[config.mk]
export PLATFORM = sky130hd
export DESIGN_NAME = ball_launcher
export DESIGN_NICKNAME = d
export VERILOG_FILES = /design/src/rtl/bowling_pkg.sv /design/src/rtl/tick_gen.sv /design/src/rtl/ball_launcher.sv
export SDC_FILE = /design/constraint.sdc
export NUM_CORES = 1
export LEC_CHECK = 0
export ABC_CLOCK_PERIOD_IN_PS = 3350
export CAP_MARGIN = 20
export CORE_MARGIN = 1
export CORE_UTILIZATION = 45
export CTS_CLUSTER_DIAMETER = 150
export DETAILED_ROUTE_END_ITERATION = 8
export PLACE_DENSITY = 0.76
export SYNTH_ARGS = -nofsm -noshare
export SYNTH_HDL_FRONTEND = slang
export SYNTH_SLANG_ARGS = --single-unit
[constraint.sdc]
create_clock -name clk_in -period 3.35 [get_ports clk_in]
set_input_delay 0.8375 -clock clk_in [delete_from_list [all_inputs] [get_ports clk_in]]
set_output_delay 0.8375 -clock clk_in [all_outputs]
set_load 0.05 [all_outputs]
[src/rtl/bowling_pkg.sv]
// rtl/bowling_pkg.sv - shared types and game constants for the launcher and ball blocks
package bowling_pkg;

  typedef enum logic [2:0] {
    ST_AIM       = 3'd0,
    ST_POWER     = 3'd1,
    ST_LAUNCH    = 3'd2,
    ST_ROLLING   = 3'd3,
    ST_SETTLE    = 3'd4,
    ST_GAME_OVER = 3'd5
  } launcher_state_t;

  localparam int NUM_FRAMES    = 10;
  localparam int SCREEN_WIDTH  = 1024;
  localparam int SCREEN_HEIGHT = 768;

endpackage

[src/rtl/tick_gen.sv]
// rtl/tick_gen.sv - free-running game tick counter with a one-cycle strobe on wrap
module tick_gen #(
  parameter int TICK_CYCLES = 3000000
) (
  input  logic clk_in,
  input  logic rst_n_in,
  output logic tick_out
);

  localparam int CW = (TICK_CYCLES > 1) ? $clog2(TICK_CYCLES) : 1;
  localparam logic [CW-1:0] LAST = CW'(TICK_CYCLES - 1);

  logic [CW-1:0] cnt;

  always_ff @(posedge clk_in) begin
    if (!rst_n_in) begin
      cnt <= '0;
    end else if (cnt == LAST) begin
      cnt <= '0;
    end else begin
      cnt <= cnt + CW'(1);
    end
  end

  assign tick_out = (cnt == LAST);

endmodule

[src/rtl/ball_launcher.sv]
// rtl/ball_launcher.sv - aim/power button controller driving the ball launch handshake
module ball_launcher
  import bowling_pkg::*;
#(
  parameter int TICK_CYCLES  = 3000000,
  parameter int MAX_LAT      = 6,
  parameter int MIN_POWER    = 2,
  parameter int MAX_POWER    = 12,
  parameter int SETTLE_TICKS = 4
) (
  input  logic              clk_in,
  input  logic              rst_n_in,
  input  logic              btn_in,
  input  logic              ball_done_in,
  input  logic              strike_in,
  output logic [15:0]       speed_x_out,
  output logic [15:0]       speed_y_out,
  output logic              is_vy_neg_out,
  output logic              launch_valid_out,
  output logic signed [7:0] aim_out,
  output logic [7:0]        power_out,
  output logic [2:0]        state_out,
  output logic [3:0]        frame_out,
  output logic              throw_out,
  output logic              game_over_out
);

  localparam logic signed [7:0] AIM_MAX = 8'(MAX_LAT);
  localparam logic signed [7:0] AIM_MIN = 8'(-MAX_LAT);
  localparam logic [7:0] P_MIN = 8'(MIN_POWER);
  localparam logic [7:0] P_MAX = 8'(MAX_POWER);
  localparam logic [7:0] SETTLE_LAST = 8'(SETTLE_TICKS - 1);
  localparam logic [3:0] LAST_FRAME = 4'(NUM_FRAMES - 1);

  launcher_state_t state, state_nxt;

  logic              tick;
  logic              btn_q, done_q;
  logic              press, done_rise;
  logic signed [7:0] aim, aim_step;
  logic              aim_up;
  logic [7:0]        power, power_step;
  logic              power_up;
  logic [7:0]        aim_mag;
  logic [7:0]        settle_cnt;
  logic [3:0]        frame;
  logic              throw_q;
  logic              last_throw, game_end, settle_end;

  tick_gen #(.TICK_CYCLES(TICK_CYCLES)) u_tick_gen (
    .clk_in   (clk_in),
    .rst_n_in (rst_n_in),
    .tick_out (tick)
  );

  assign press      = btn_in & ~btn_q;
  assign done_rise  = ball_done_in & ~done_q;
  assign aim_step   = aim_up ? (aim + 8'sd1) : (aim - 8'sd1);
  assign power_step = power_up ? (power + 8'd1) : (power - 8'd1);
  assign aim_mag    = aim[7] ? 8'(-aim) : 8'(aim);
  // A strike on the first throw, or any second throw, closes the frame.
  assign last_throw = throw_q | strike_in;
  assign game_end   = last_throw && (frame == LAST_FRAME);
  assign settle_end = (state == ST_SETTLE) && tick && (settle_cnt == SETTLE_LAST);

  always_ff @(posedge clk_in) begin
    if (!rst_n_in) begin
      state <= ST_AIM;
    end else begin
      state <= state_nxt;
    end
  end

  always_comb begin
    state_nxt = state;
    case (state)
      ST_AIM:       if (press) state_nxt = ST_POWER;
      ST_POWER:     if (press) state_nxt = ST_LAUNCH;
      ST_LAUNCH:    state_nxt = ST_ROLLING;
      ST_ROLLING:   if (done_rise) state_nxt = ST_SETTLE;
      ST_SETTLE:    if (settle_end) state_nxt = game_end ? ST_GAME_OVER : ST_AIM;
      ST_GAME_OVER: state_nxt = ST_GAME_OVER;
      default:      state_nxt = ST_AIM;
    endcase
  end

  always_ff @(posedge clk_in) begin
    if (!rst_n_in) begin
      btn_q         <= 1'b0;
      done_q        <= 1'b0;
      aim           <= 8'sd0;
      aim_up        <= 1'b1;
      power         <= P_MIN;
      power_up      <= 1'b1;
      speed_x_out   <= 16'd0;
      speed_y_out   <= 16'd0;
      is_vy_neg_out <= 1'b0;
      launch_valid_out <= 1'b0;
      settle_cnt    <= 8'd0;
      frame         <= 4'd0;
      throw_q       <= 1'b0;
    end else begin
      btn_q  <= btn_in;
      done_q <= ball_done_in;
      case (state)
        ST_AIM: begin
          // A press on a tick edge freezes the pre-tick value.
          if (tick && !press) begin
            aim <= aim_step;
            if (aim_step == AIM_MAX || aim_step == AIM_MIN) aim_up <= ~aim_up;
          end
        end
        ST_POWER: begin
          if (tick && !press) begin
            power <= power_step;
            if (power_step == P_MAX || power_step == P_MIN) power_up <= ~power_up;
          end
        end
        ST_LAUNCH: begin
          speed_x_out      <= {8'd0, power};
          speed_y_out      <= {8'd0, aim_mag};
          is_vy_neg_out    <= aim[7];
          launch_valid_out <= 1'b1;
        end
        ST_ROLLING: begin
          if (done_rise) begin
            launch_valid_out <= 1'b0;
            settle_cnt       <= 8'd0;
          end
        end
        ST_SETTLE: begin
          if (tick) begin
            if (settle_cnt == SETTLE_LAST) begin
              aim      <= 8'sd0;
              aim_up   <= 1'b1;
              power    <= P_MIN;
              power_up <= 1'b1;
              if (!game_end) begin
                if (last_throw) begin
                  frame   <= frame + 4'd1;
                  throw_q <= 1'b0;
                end else begin
                  throw_q <= 1'b1;
                end
              end
            end else begin
              settle_cnt <= settle_cnt + 8'd1;
            end
          end
        end
        default: ;
      endcase
    end
  end

  assign aim_out       = aim;
  assign power_out     = power;
  assign state_out     = state;
  assign frame_out     = frame;
  assign throw_out     = throw_q;
  assign game_over_out = (state == ST_GAME_OVER);

endmodule

==> reports/results.txt, run 1 <==
After clock tree synthesis, the flow added hold-fix buffers numbering 0. The HPWL after detailed placement is 7360 um. TritonCTS built the clock tree. The library cell used most frequently in the layout, excluding fill and tap cells, is sky130_fd_sc_hd__dfxtp_1.

Synthesis handed over a netlist of 540 instances. The maximum single-stage delay on the critical path came out at 0.81 ns. Yosys mapped a number of flops with a built-in enable equal to 0. The signal on the critical path passes through inv_1 > nor2_1 > and2_1 > clkdlybuf4s50_1. The post-detailed-route wirelength per cell was 14.1 um; the async set or reset register ratio after synthesis was 0. The number of max-cap violations is 0, and the per-cell via count in the routed design is 5.49. Setup violations remaining at the end of the flow were counted as 0.

The number of DRC violations after detailed routing is 0. After clock tree synthesis, the clock-pin slew on the worst setup and hold paths is 0.08 ns. Setup repair after global routing left no endpoint under its margin. Port buffering added 47 buffers.

The number of search-and-repair iterations in the first detailed-routing pass came out at 5. In this run the worst hold path is classified as flip-flop to flip-flop. Together, buffers and inverters on the worst path number 2. The nature of the critical path startpoint was a flip-flop. For the pin with the worst max-slew slack, the measured transition is 0.849 ns. The worst slew margin relative to its limit was 0.434. The tools report the worst IR drop on VDD as 263 uV. TritonCTS created 9 clock buffers. Entering global routing, the biggest net connects 46 pins. The die covers 10,200 um2. The critical path in this run is classified as flip-flop to output port. In this run the worst path has a maximum fanout of 10.

The tools report the kind of end point of the critical path as an output port. The area growth from synthesis to layout is 16.0%. The count of nets after finishing was 606.

The initial standard-cell utilization of the core was 0.470. The total routed wirelength was 10,100 um. In this run the deepest clock path goes through 2 buffers.

The largest individual stage delay along the critical path comes from the cell sky130_fd_sc_hd__clkdlybuf4s50_1. Detailed routing inserted a total of 3,917 vias. Power spread over the standard cell area amounts to 366 nW/um2.

The cell at the root of the clock tree was sky130_fd_sc_hd__clkbuf_8. Between clock sinks in the finished design, the worst skew comes to 0.0115 ns. The Yosys warning count was 0.

Derived from the worst setup path, the maximum achievable clock frequency is 326 MHz. The flow ran to the end, and the final reports show no timing, DRC or antenna violations. After synthesis the netlist holds a flip-flop and latch count of 76. 64 I/O pins were placed. The portion of the clock cycle consumed by the worst path in the final layout works out to 0.915. The library cells used most frequently in the layout, excluding fill and tap cells, are sky130_fd_sc_hd__dfxtp_1 (76), sky130_fd_sc_hd__nand2_1 (64), sky130_fd_sc_hd__nor2_1 (59). The sum of negative setup slack came out at 0 ns.

The total routing resource utilization after global routing was 0.204. The run gives 0 as the final-report hold violation count. The data required time at the worst endpoint came out at 2.51 ns.

The endpoint arrival time on the critical path is 2.23 ns. The tools report the TritonCTS sink count as 76. After floorplanning, the core was divided into 35 placement rows. The filler cells instantiated in the layout total 863. Across all setup checks in the final design, the least slack found is 0.284 ns.

Distinct cell type count after synthesis: 63. Post-CTS repair changed the size of 0 cells. Horizontal die dimension: 101 um. The count of final max-slew check failures is 0, and the number of antenna violations at the first check in global routing is 0. The logs give 3,578 for the via count of the first global-routing pass and 3 for the count of H-tree levels built during CTS.

DRC marker count from the first detailed-route iteration: 151. Placer congestion estimate: 0.893. Global-route wire length before repair: 16,600 um. The commonest register cell after synthesis is sky130_fd_sc_hd__dfxtp_1.

The vertical extent of the die was 101 um; the share of layout cells above drive strength 1 was 0.0514. The number of antenna diodes in the final layout is 0. For the worst-skew pair, the clock arrives at the later sink with an insertion delay of 0.36 ns. The sequential-to-total area share from yosys stat is 0.345, and the placeable core region is 9370 um2. The logs give 1.81 nW for the static leakage and 4410 um2 for the netlist area before placement. The post-placement worst setup slack is 0.468 ns, and the total overflow reported by the global router is 0.

A synthesized cell averages 8.16 um2. The worst path in the final design needs a cycle of 3.07 ns, including I/O delays and setup. The kind of cell with the highest combined delay along the critical path is buffers and inverters. The detail route stage leaves a number of antenna-violating nets equal to 0. The total setup buffers inserted after CTS was 0.
[cell families after synthesis]
| kind of cell | share of synthesized area |
|---|---|
| and+or+nand+nor | 0.283 |
| AOI/OAI and AO/OA | 0.146 |
| DFF | 0.345 |
| buffers and inverters | 0.0636 |
| xor gates and xnor gates | 0.0835 |
| adders and majority gates | 0.0659 |
| muxes | 0.0114 |
| other | 0.000851 |
[Yosys cell counts, drive strengths merged, types with 2 or more instances]
master | count | area share
xnor2 | 23 | 0.046
o211ai | 2 | 0.0034
nand3 | 20 | 0.024
nand2b | 4 | 0.0057
nor3b | 3 | 0.0051
and3 | 11 | 0.016
and2 | 9 | 0.013
or4 | 4 | 0.0068
a221oi | 2 | 0.0040
inv | 17 | 0.014
and4 | 2 | 0.0040
fa | 2 | 0.0091
ha | 20 | 0.057
or4b | 4 | 0.011
a2111oi | 5 | 0.010
a21o | 8 | 0.014
o21bai | 2 | 0.0034
nor4 | 6 | 0.012
buf | 21 | 0.035
nand4b | 5 | 0.0099
o31ai | 2 | 0.0034
o22ai | 2 | 0.0028
mux2i | 5 | 0.011
a21oi | 41 | 0.047
or3 | 10 | 0.014
nand4bb | 2 | 0.0051
nor2 | 59 | 0.050
o41ai | 2 | 0.0040
o311ai | 2 | 0.0040
o21a | 2 | 0.0034
a22oi | 2 | 0.0034
nand2 | 64 | 0.055
a211oi | 11 | 0.019
nand3b | 2 | 0.0034
nand4 | 10 | 0.014
o21ai | 8 | 0.0091
xor2 | 19 | 0.038
and4b | 2 | 0.0045
clkbuf | 17 | 0.014
dfxtp | 76 | 0.35
nor3 | 15 | 0.017
nor2b | 4 | 0.0057
[metrics by stage]
step | std cells | util | total power [mW] | hold WS, ns | instance area (um2)
6_report | 713 | 0.545 | 1.87 | 0.457 | 5110
5_1_grt | 713 | 0.545 | 1.94 | 0.473 | 5110
4_1_cts | 713 | 0.545 | 1.88 | 0.460 | 5110
3_5_place_dp | 697 | 0.524 | 1.17 | 0.449 | 4910
3_3_place_gp | 697 | 0.524 | 1.17 | 0.441 | 4910
2_1_floorplan | 555 | - | 1.13 | 0.430 | 4460
[worst min-delay path, delay by kind of cell, from the launching register on]
kind,cells,cell delay [ns]
DFF,1,0.31
and+or+nand+nor,1,0.05
AOI/OAI and AO/OA,1,0.05
[metal layers]
layer  track usage  vias up  wire, um
met4        0.0658        0       147
met2         0.339      124      4830
met5             0        -         0
met1         0.260     1825      4510
met3        0.0479       16       584
li1              -     1952         -
[final timing paths]
check / from / slack (ns) / cells after the start / to
worst min register to register: speed_x_out[2] / 0.46 / 2 / speed_x_out[2]
worst max-delay path: state_out[2] / 0.28 / 4 / game_over_out
worst min-delay path: speed_x_out[2] / 0.46 / 2 / speed_x_out[2]
worst max register to register: aim_up / 0.51 / 8 / aim_up
[sequential cells by signal, summed over array words and instances, names as in the netlist]
name	cells
settle_cnt	8
btn_q	1
is_vy_neg_out	1
aim_up	1
frame_out	4
launch_valid_out	1
u_tick_gen.cnt	22
throw_out	1
aim_out	8
speed_x_out	8
speed_y_out	8
state_out	3
power_out	8
done_q	1
power_up	1
[area by class of cell]
cell class	instances	area [um2]	area share
multi-input combinational	424	2660	0.521
sequential	76	1520	0.298
timing repair buffer	51	500	0.0979
tap	129	161	0.0316
clock buffer	11	141	0.0277
inverter	17	63.8	0.0125
clock inverter	5	61.3	0.0120
[power breakdown]
group          internal (mW)  switching (mW)
clock network          0.366           0.352
logic                 0.0551           0.150
registers              0.920          0.0250
No activity file was read; power rests on OpenSTA's default activity.
==> run 2: changes to the inputs <==
--- a/config.mk
+++ b/config.mk
@@ -15,3 +15,4 @@
 export SYNTH_ARGS = -nofsm -noshare
 export SYNTH_HDL_FRONTEND = slang
 export SYNTH_SLANG_ARGS = --single-unit
+export TNS_END_PERCENT = 20
==> results of run 2 <==
No change in the layout: final DEF, timing and power equal those of run 1.
